File: config.mk
export PLATFORM = sky130hd
export DESIGN_NAME = sie_phase_sequencer
export DESIGN_NICKNAME = d
export VERILOG_FILES = /design/src/rtl/sie_pkg.sv /design/src/rtl/sie_phase_timer.sv /design/src/rtl/sie_phase_sequencer.sv
export SDC_FILE = /design/constraint.sdc
export NUM_CORES = 1
export LEC_CHECK = 0
export CORE_UTILIZATION = 45
export CTS_CLUSTER_SIZE = 30
export DETAILED_ROUTE_END_ITERATION = 6
export PLACE_DENSITY = 0.7
export SLEW_MARGIN = 15
export SYNTH_ARGS = -nofsm -noshare
export SYNTH_HDL_FRONTEND = slang
export SYNTH_SLANG_ARGS = --single-unit
export TNS_END_PERCENT = 100
File: constraint.sdc
create_clock -name clk -period 4.6 [get_ports clk]
set_clock_uncertainty 0.1 [all_clocks]
set_input_delay 0.69 -clock clk [delete_from_list [all_inputs] [get_ports clk]]
set_output_delay 0.69 -clock clk [all_outputs]
set_load 0.05 [all_outputs]
File: src/rtl/sie_pkg.sv
// Shared SIE definitions: phase codes and the Q14 unity constant.
// Also used by config_controller.
package sie_pkg;

   typedef enum logic [2:0] {
      SIE_IDLE = 3'd0,
      SIE_P2   = 3'd2,
      SIE_P3   = 3'd3,
      SIE_P4   = 3'd4,
      SIE_P5   = 3'd5,
      SIE_P6   = 3'd6,
      SIE_REFR = 3'd7
   } sie_phase_e;

   localparam int SIE_Q14_ONE = 16384;

endpackage

File: src/rtl/sie_phase_timer.sv
// Phase tick counter: loads max(val,1)-1, decrements on ticks, flags zero.
module sie_phase_timer (
   input  logic        clk,
   input  logic        rst,
   input  logic        i_tick,
   input  logic        i_load,
   input  logic [15:0] i_load_val,
   output logic [15:0] o_count,
   output logic        o_zero
);

   logic [15:0] r_count;

   always_ff @(posedge clk) begin
      if (rst)
         r_count <= '0;
      else if (i_load)
         r_count <= (i_load_val == 16'd0) ? 16'd0 : i_load_val - 16'd1;
      else if (i_tick && r_count != 16'd0)
         r_count <= r_count - 16'd1;
   end

   assign o_count = r_count;
   assign o_zero  = (r_count == 16'd0);

endmodule

File: src/rtl/sie_phase_sequencer.sv
// Sequences one Schumann Ignition Event through phases 2..6 plus refractory,
// with snapshotted durations and a saturating Q14 gain envelope.
module sie_phase_sequencer
   import sie_pkg::*;
#(
   parameter int WIDTH     = 18,
   parameter int FRAC      = 14,
   parameter int GAIN_MAX  = (1 << FRAC),
   parameter int GAIN_STEP = 8
) (
   input  logic                    clk,
   input  logic                    rst,
   input  logic                    clk_en,
   input  logic                    trigger,
   input  logic                    abort,
   input  logic [15:0]             sie_phase2_dur,
   input  logic [15:0]             sie_phase3_dur,
   input  logic [15:0]             sie_phase4_dur,
   input  logic [15:0]             sie_phase5_dur,
   input  logic [15:0]             sie_phase6_dur,
   input  logic [15:0]             sie_refractory,
   output logic [2:0]              sie_phase,
   output logic                    sie_active,
   output logic                    phase_start,
   output logic [15:0]             phase_remaining,
   output logic signed [WIDTH-1:0] sie_gain,
   output logic [7:0]              event_count,
   output logic                    trigger_dropped
);

   localparam logic signed [WIDTH-1:0] W_MAX  = WIDTH'(GAIN_MAX);
   localparam logic signed [WIDTH-1:0] W_STEP = WIDTH'(GAIN_STEP);

   sie_phase_e              r_phase;
   logic [15:0]             r_snap [0:5];
   logic signed [WIDTH-1:0] r_gain;
   logic [7:0]              r_count;
   logic                    r_start;
   logic                    r_drop;

   sie_phase_e              w_next;
   logic                    w_load;
   logic [15:0]             w_load_val;
   logic                    w_accept;
   logic                    w_drop;
   logic                    w_zero;
   logic signed [WIDTH-1:0] w_gain;
   logic [2:0]              w_snap_idx;

   sie_phase_timer u_timer (
      .clk        (clk),
      .rst        (rst),
      .i_tick     (clk_en),
      .i_load     (w_load),
      .i_load_val (w_load_val),
      .o_count    (phase_remaining),
      .o_zero     (w_zero)
   );

   // snapshot slot of a phase code: 2..6 -> 0..4, refractory 7 -> 5
   assign w_snap_idx = 3'(w_next) - 3'd2;

   always_comb begin
      w_next     = r_phase;
      w_load     = 1'b0;
      w_load_val = '0;
      w_accept   = 1'b0;
      w_drop     = 1'b0;
      if (clk_en) begin
         case (r_phase)
            SIE_IDLE: begin
               if (trigger && !abort) begin
                  w_accept   = 1'b1;
                  w_next     = SIE_P2;
                  w_load     = 1'b1;
                  w_load_val = sie_phase2_dur;
               end else begin
                  w_drop = trigger;
               end
            end
            SIE_REFR: begin
               w_drop = trigger;
               if (w_zero) w_next = SIE_IDLE;
            end
            default: begin
               w_drop = trigger;
               // abort wins over a phase-end advance on the same tick
               if (abort) begin
                  w_next     = SIE_REFR;
                  w_load     = 1'b1;
                  w_load_val = r_snap[5];
               end else if (w_zero) begin
                  w_next     = (r_phase == SIE_P6) ? SIE_REFR : sie_phase_e'(r_phase + 3'd1);
                  w_load     = 1'b1;
                  w_load_val = r_snap[w_snap_idx];
               end
            end
         endcase
      end
   end

   always_comb begin
      w_gain = '0;
      case (w_next)
         SIE_P3:         w_gain = (r_gain > W_MAX - W_STEP) ? W_MAX : r_gain + W_STEP;
         SIE_P4, SIE_P5: w_gain = W_MAX;
         SIE_P6:         w_gain = (r_gain < W_STEP) ? '0 : r_gain - W_STEP;
         default:        w_gain = '0;
      endcase
   end

   always_ff @(posedge clk) begin
      if (rst) begin
         r_phase <= SIE_IDLE;
         r_gain  <= '0;
         r_count <= '0;
         r_start <= 1'b0;
         r_drop  <= 1'b0;
         for (int i = 0; i < 6; i++) r_snap[i] <= '0;
      end else begin
         r_phase <= w_next;
         r_start <= w_load;
         r_drop  <= w_drop;
         if (clk_en) r_gain <= w_gain;
         if (w_accept) begin
            r_count   <= r_count + 8'd1;
            r_snap[0] <= sie_phase2_dur;
            r_snap[1] <= sie_phase3_dur;
            r_snap[2] <= sie_phase4_dur;
            r_snap[3] <= sie_phase5_dur;
            r_snap[4] <= sie_phase6_dur;
            r_snap[5] <= sie_refractory;
         end
      end
   end

   assign sie_phase       = r_phase;
   assign sie_active      = (r_phase != SIE_IDLE) && (r_phase != SIE_REFR);
   assign phase_start     = r_start;
   assign sie_gain        = r_gain;
   assign event_count     = r_count;
   assign trigger_dropped = r_drop;

endmodule
==> impl_results.md, run 1 <==
- Top Usage Layer GRT: met2
- RePlAce Congestion: approximately 0.91
- Sequential fraction of the synthesis area: 0.474
- Post-DP HPWL: approximately 16000 um
- Synth warn: 0
- Synth top area cells: edfxtp_1, dfxtp_1, and2_1
- Number of H-tree levels: 4
- MaxCap Viol Count: 0
- Relative slew slack: 0.522
- Global routing met3 resource utilization: 0.0454
- First-pass GRT wire length: about 34000 um
- PD cells: between 500 and 600 mW/mm2
- Core ar.: 0.0172 mm2
- Final core occ: 0.613
- Die X: about 130 um
- Hold path cells: 2
- Reg2Reg Depth: 15
- Average wire per standard cell: 18.1 um
- Final worst path period share: 0.943
- P_leak: roughly 4 nW
- Outcome: finished, final reports clean
- Total chip power: between 5 and 6 mW
- Synth Instances: between 700 and 800
- Reg2reg start: sie_phase[0]$_SDFF_PP0_
- Crit path required time: 4.82 ns
- Crit path kind: reg -> reg
- Async SR Flop Fraction: 0
- CP startpoint kind: register
- Worst skew pair latency: between 0.4 and 0.5 ns
- Yosys top cell area share: 0.363
- Pin count of the biggest net entering global routing: 56
- Yosys top cell by area: edfxtp_1
- Initial antenna violation count: 0
- R2R Setup Slk: between 0.2 and 0.3 ns
- Top_reg_cell synth: edfxtp_1
- Worst-Margin Slew: around 0.71 ns
- Worst-path cell chain: inv_1 -> ha_1 -> nand2b_1 -> nand2_1 -> nor4_1 -> nor3_4 -> buf_4 -> mux4_2 -> nand3_1 -> o221ai_2 -> a2111oi_4 -> nand4b_2 -> nor3_1 -> mux2_2 -> a21o_1
- Hold EP: event_count[1]$_SDFFE_PP0P_
- Crit. End Element: register
- Die Area: 0.0182 mm2
- GR Layer Usage met1: 0.315
- Critical Path Max Stage Delay: slightly above 0.6 ns
- Post-synth EDFFs: between 90 and 100
- Hold path start: event_count[1]$_SDFFE_PP0P_
- Remaining antenna violation count: 0
- Nets: 1074
- Via count: ~6700
- FF-to-FF End: u_timer.o_count[15]$_SDFFE_PP0P_
- CTS Buffer Depth: 2
- HP Class: reg -> reg
- Vias in the first global route: between 6000 and 7000
- Synthesized cell area: a little under 0.008 mm2
- Sink Count: 140
- RSZ-0062 raised after global routing: false
- CTS Buf Count: 17
- Slowest cell on the critical path: nor4_1
- Initial Utilization: 0.461
- Gr ovfl total: 0
- Synth cell types: 77
- Met2 GRT Util: 0.417
- Routed wire length: between 20000 and 25000 um
- Io pins: between 100 and 150
- Setup TNS: 0 ns
- Critical path depth: 15
- FMAX: 0.230 GHz
- Worst-path clk slew: about 0.07 ns
- Data arrival, critical path: between 4 and 5 ns
- Share of cells above drive strength 1: 0.135
- Die Y: 135 um
- # DRC: 0
- Clock root buffer: clkbuf_16
- Antenna diode count: 0
- Drt first-iter violations: a little over 400
- Finish-stage setup viols: 0
- Worst vdd rail ir drop: 279 uV
- Delay-heaviest family, CP: simple AND/OR/NAND/NOR gates
- Post-synthesis register bit count: between 100 and 150
- Via density per instance: between 5 and 6
- Gr usage total: 0.248
- Drt first pass iters: 5
- CP max FO: 11
- Port-buffer cells: roughly 150
- Pins Over Slew Limit: 0
- Bufs and invs on worst path: 2
- CTS tree: done
- Final min period: 4.34 ns
- Syn Area/Cell: 10.1 um2
- Final Hold Violating Endpoints: 0
- FP Rows: 48
- Synth-to-Final Area Change: 33.1%
## final cells by class
| type | count | area [um2] |
|---|---|---|
| flip-flops and latches | 140 | 3760 |
| clock inverters | 15 | 159 |
| fillers | 1456 | 6670 |
| inverters | 14 | 52.6 |
| clock buffers | 17 | 425 |
| repair buffers | 207 | 1930 |
| well taps | 225 | 282 |
| multi-input cells | 582 | 3950 |
## power by group
group,switching [mW],leakage (nW),internal (mW),total [mW]
logic,1.61,2.38,1.24,2.85
registers,0.140,1.36,1.51,1.65
clock network,0.589,0.288,0.764,1.35
## per-stage QoR
step	hold WS [ns]	instance area [um2]	cells	setup WS, ns
floorplan	0.597	7950	785	0.144
global placement	0.388	9950	1166	-0.0884
detailed placement	0.399	9950	1166	-0.120
CTS	0.407	10500	1198	0.179
global route	0.439	10600	1200	0.0511
finish	0.405	10600	1200	0.260
## registers in the layout, summed over array words and instances, names as in the netlist
signal / flops
event_count: 8
sie_phase: 3
sie_gain: 15
trigger_dropped: 1
phase_start: 1
r_snap: 96
u_timer.o_count: 16
## per-layer routing
| metal | up-vias | share of wire |
|---|---|---|
| met1 | 3183 | 0.43 |
| li1 | 3247 | - |
| met3 | 41 | 0.052 |
| met5 | - | 0 |
| met2 | 232 | 0.49 |
| met4 | 0 | 0.027 |
## worst reg2reg max path, cell delays in order (launching register included)
cell and delay (ns):
dfxtp_1 0.45, inv_1 0.10, ha_1 0.25, nand2b_1 0.24
nand2_1 0.12, nor4_1 0.61, nor3_4 0.13, buf_4 0.24
mux4_2 0.31, nand3_1 0.12, o221ai_2 0.12, a2111oi_4 0.42
nand4b_2 0.21, nor3_1 0.28, mux2_2 0.37, a21o_1 0.17
## synth_stat cells, types with 5 or more instances
cell      instances
nand3_1          18
ha_1             11
nor3_1           24
xor2_1           12
a22oi_1          11
clkbuf_1         32
dfxtp_1          44
a21oi_1          29
nand4_1           7
and2_1           98
buf_2             7
nor3b_1           5
nor4_1            6
xnor2_1          25
edfxtp_1         96
o22ai_1          13
a21o_1            7
nor2_1           63
a221o_1           9
and3_1            9
or3_1             8
o21ai_0          21
inv_1            14
nand2b_1          9
nand2_1          72
mux2i_1          20
o221ai_1         13
mux2_2            7
a32oi_1           8
mux4_2            6
## how the worst max path moves through the flow
| stage | from | to | slack [ns] |
|---|---|---|---|
| global route | sie_phase[0]$_SDFF_PP0_ | u_timer.o_count[10]$_SDFFE_PP0P_ | 0.05 |
| detailed placement | trigger | u_timer.o_count[10]$_SDFFE_PP0P_ | -0.12 |
| CTS | u_timer.o_count[2]$_SDFFE_PP0P_ | u_timer.o_count[15]$_SDFFE_PP0P_ | 0.18 |
| finish | sie_phase[0]$_SDFF_PP0_ | u_timer.o_count[15]$_SDFFE_PP0P_ | 0.26 |
| floorplan | sie_phase[0]$_SDFF_PP0_ | r_snap[0][0]$_SDFFCE_PN0P_ | 0.14 |
| global placement | trigger | u_timer.o_count[12]$_SDFFE_PP0P_ | -0.09 |
## repair_timing
action                     CTS  global route
gates resized for setup      0             3
setup buffers                0             2
setup endpoints to repair    0            15
hold buffers                 0             0
## placed cells by master (no fill, tap or decap), drive strengths merged, types with 11 or more instances in the layout
master,synthesis,layout
ha,11,11
nor3,25,25
clkbuf,32,17
o22ai,13,13
o221ai,15,15
and2,99,99
dfxtp,44,44
edfxtp,96,96
inv,14,20
o21ai,21,21
clkdlybuf4s50,0,145
nand3,19,19
xnor2,25,25
a22oi,11,11
xor2,12,12
buf,17,62
a21oi,29,29
nor2,64,64
mux2i,21,21
nand2,72,72
## kinds of logic after synthesis
kind of cell | synth area share
buffers and inverters | 0.0347
and+or+nand+nor | 0.224
muxes | 0.0539
DFF | 0.474
xor gates and xnor gates | 0.0408
AOI/OAI and AO/OA | 0.155
adders and majority gates | 0.0173
other | 0.000472
Note: power is estimated with default switching activity, not from simulation.
==> run 2: changes to the inputs <==
==> constraint.sdc (replaced) <==
create_clock -name clk -period 4.6 [get_ports clk]
set_clock_uncertainty 0.1 [all_clocks]
set_input_delay 0.46 -clock clk [delete_from_list [all_inputs] [get_ports clk]]
set_output_delay 0.46 -clock clk [all_outputs]
set_load 0.05 [all_outputs]
==> run 2 against run 1 <==
First-iteration DRC count grew 30%. Sequential cell count is the same. Combinational power shrank 3%. Register-to-register slack lost 0.06 ns. Critical path depth shrank 2. Die area is the same. Fmax shrank 1.4%. Highest routed layer unchanged. Worst setup slack lost 0.062 ns. Non-clock buffer count shrank 12. Routed wire length grew 1.6%.
==> impl_results.md, run 2 (same netlist as run 1, synthesis figures left out) <==
- Multi-input combinational cell area: 0.00395 mm2 (unchanged)
- Port-buffer cells: 145 (unchanged)
- GR Layer Usage met1: 0.315 (about the same)
- Crit path kind: reg -> reg
- Remaining antenna violation count: 0 (unchanged)
- Top Usage Layer GRT: met2
- First-pass GRT wire length: 34300 um (+0.75%)
- Clock root buffer: clkbuf_16
- Pin count of the biggest net entering global routing: 97 (+73%)
- Drt first pass iters: 5 (unchanged)
- Via count: 6699 (-0.060%)
- Net switching power figure: 2.39 mW (+2.3%)
- Most frequent cells in the layout: clkdlybuf4s50_1, and2_1, edfxtp_1
- Crit path required time: 4.80 ns (-0.02 ns)
- Worst-path clk slew: 0.07 ns (about the same)
- Die X: 135 um (unchanged)
- Final WS setup: 0.198 ns (-0.0617 ns)
- Relative slew slack: 0.554 (+0.0320)
- Biggest register: r_snap
- HP Class: reg -> reg
- Worst slack at placement: 0.0644 ns (+0.184 ns)
- Met2 GRT Util: 0.425 (+0.00773)
- Setup TNS: 0 ns (unchanged)
- Vias in the first global route: 6367 (+1.0%)
- Switching Share: 0.411 (+0.0112)
- Worst skew pair latency: 0.44 ns (about the same)
- Average wire per standard cell: 18.6 um (+2.7%)
- Global routing met3 resource utilization: 0.0477 (+0.00225)
- Sink Count: 140 (unchanged)
- Worst-Margin Slew: 0.669 ns (-0.0415 ns)
- Routed wire length: 22100 um (+1.6%)
- Final min period: 4.40 ns (+0.0617 ns)
- Reg area: 0.00376 mm2 (unchanged)
- Fill cells: 1458 (+0.14%)
- Crit. End Element: register
- CTS Buffer Depth: 2 (unchanged)
- CTS Buf Count: 17 (unchanged)
- Number of flip-flops under the largest register name: 96 (unchanged)
- Die Area: 0.0182 mm2 (unchanged)
- FP Rows: 48 (unchanged)
- PD cells: 555 mW/mm2 (+0.14%)
- Hold path cells: 2 (unchanged)
- Die Y: 135 um (unchanged)
- Final worst path period share: 0.957 (+0.0134)
- Gr ovfl total: 0 (unchanged)
- Final core occ: 0.609 (-0.00385)
- Number of H-tree levels: 4 (unchanged)
- Internal Dissipation: 3.43 mW (-2.3%)
- Drt first-iter violations: 525 (+30%)
- Post-DP HPWL: 16300 um (+0.54%)
- Antenna diode count: 0 (unchanged)
- Finish-stage setup viols: 0 (unchanged)
- CP startpoint kind: register
- Sequential power share: 0.285 (+0.003)
- Gr usage total: 0.250 (+0.00174)
- Final Hold Violating Endpoints: 0 (unchanged)
- CTS tree: done
- Core ar.: 0.0172 mm2 (unchanged)
- Initial Utilization: 0.461 (unchanged)
- Via density per instance: 5.64 (+0.95%)
- MaxCap Viol Count: 0 (unchanged)
- Worst vdd rail ir drop: 259 uV (-6.9%)
- Outcome: finished, final reports clean
- Clock Power Share: 0.240 (+0.009)
- Reg2Reg Depth: 13 (-2)
- Initial antenna violation count: 0 (unchanged)
- Data arrival, critical path: 4.60 ns (+0.04 ns)
- # DRC: 0 (unchanged)
- P_leak: 3.97 nW (-1.4%)
- Pins Over Slew Limit: 0 (unchanged)
- Synth-to-Final Area Change: 32.2%
- Nets: 1062 (-1.1%)
- Share of cells above drive strength 1: 0.126 (-0.00974)
- RSZ-0062 raised after global routing: false
- CP max FO: 8 (-3)
- Commonest non-fill, non-tap cell in the layout: clkdlybuf4s50_1
- RePlAce Congestion: 0.925 (+1.3%)
- Io pins: 149 (unchanged)
- FMAX: 0.227 GHz (-1.4%)
- Comb power frac: 0.475 (-0.011)
==> run 2: cell count changes in the layout (fill, tap and decap cells not counted) <==
cell and change:
buf_4 -12, bufinv_16 -1, clkinv_1 -1, clkinv_2 -1, clkinv_4 -5, clkinv_8 +4, clkinvlp_4 +1, inv_8 +3
==> run 2: repair_timing <==
item / CTS / global route
hold buffers: 0 / 0
endpoints found under the setup margin: 0 / 12
buffers inserted: 0 / 2
resized for setup: 0 / 3
==> run 2: cell type report <==
cell class                 count  area share
clock buffer                  17      0.0405
clock inverter                15      0.0174
inverter                      14     0.00501
multi-input combinational    582       0.376
sequential                   140       0.359
tap                          225      0.0268
timing repair buffer         195       0.175
==> run 2: power by group through the flow <==
stage               combinational [mW]  clock, mW  sequential [mW]
floorplan                         1.60          0             1.89
global placement                  2.69          0             1.68
detailed placement                2.70          0             1.69
CTS                               2.72       1.41             1.66
global route                      2.96       1.46             1.67
finish                            2.77       1.39             1.66
==> run 2: final timing paths <==
| kind | from | endpoint | slack [ns] |
|---|---|---|---|
| setup reg to reg | u_timer.o_count[10]$_SDFFE_PP0P_ | u_timer.o_count[14]$_SDFFE_PP0P_ | 0.20 |
| setup / recovery | u_timer.o_count[10]$_SDFFE_PP0P_ | u_timer.o_count[14]$_SDFFE_PP0P_ | 0.20 |
| hold / removal | event_count[1]$_SDFFE_PP0P_ | event_count[1]$_SDFFE_PP0P_ | 0.40 |
| hold reg to reg | event_count[1]$_SDFFE_PP0P_ | event_count[1]$_SDFFE_PP0P_ | 0.40 |
==> run 2: through the flow <==
step | power, mW | instances | hold WS [ns] | cell area [um2]
after floorplan | 3.49 | 785 | 0.456 | 7950
after global placement | 4.37 | 1154 | 0.390 | 9860
after detailed placement | 4.39 | 1154 | 0.399 | 9860
after CTS | 5.79 | 1186 | 0.408 | 10500
after global routing | 6.09 | 1188 | 0.436 | 10500
final | 5.82 | 1188 | 0.402 | 10500
==> run 2: metal layers <==
| metal | vias to the layer above | part of all wire |
|---|---|---|
| li1 | 3222 | - |
| met1 | 3157 | 0.41 |
| met2 | 283 | 0.50 |
| met3 | 37 | 0.061 |
| met4 | 0 | 0.022 |
| met5 | - | 0 |
==> run 2: critical path, stage by stage (launching register included) <==
cell       delay [ns]
dfxtp_1          0.37
nor4_1           0.36
buf_4            0.19
nand4b_2         0.19
or2_4            0.34
a221o_2          0.41
mux2i_2          0.18
and2_4           0.19
a221o_1          0.42
a2111oi_4        0.52
nand4b_2         0.22
nor4b_4          0.32
nand2b_1         0.33
o22ai_1          0.14
==> run 3: changes to the inputs <==
==> constraint.sdc (replaced) <==
create_clock -name clk -period 4.6 [get_ports clk]
set_clock_uncertainty 0.1 [all_clocks]
set_input_delay 0.69 -clock clk [delete_from_list [all_inputs] [get_ports clk]]
set_output_delay 0.69 -clock clk [all_outputs]
set_load 0.05 [all_outputs]
==> results of run 3 <==
Final layout, timing and power as in run 1 (identical DEF).
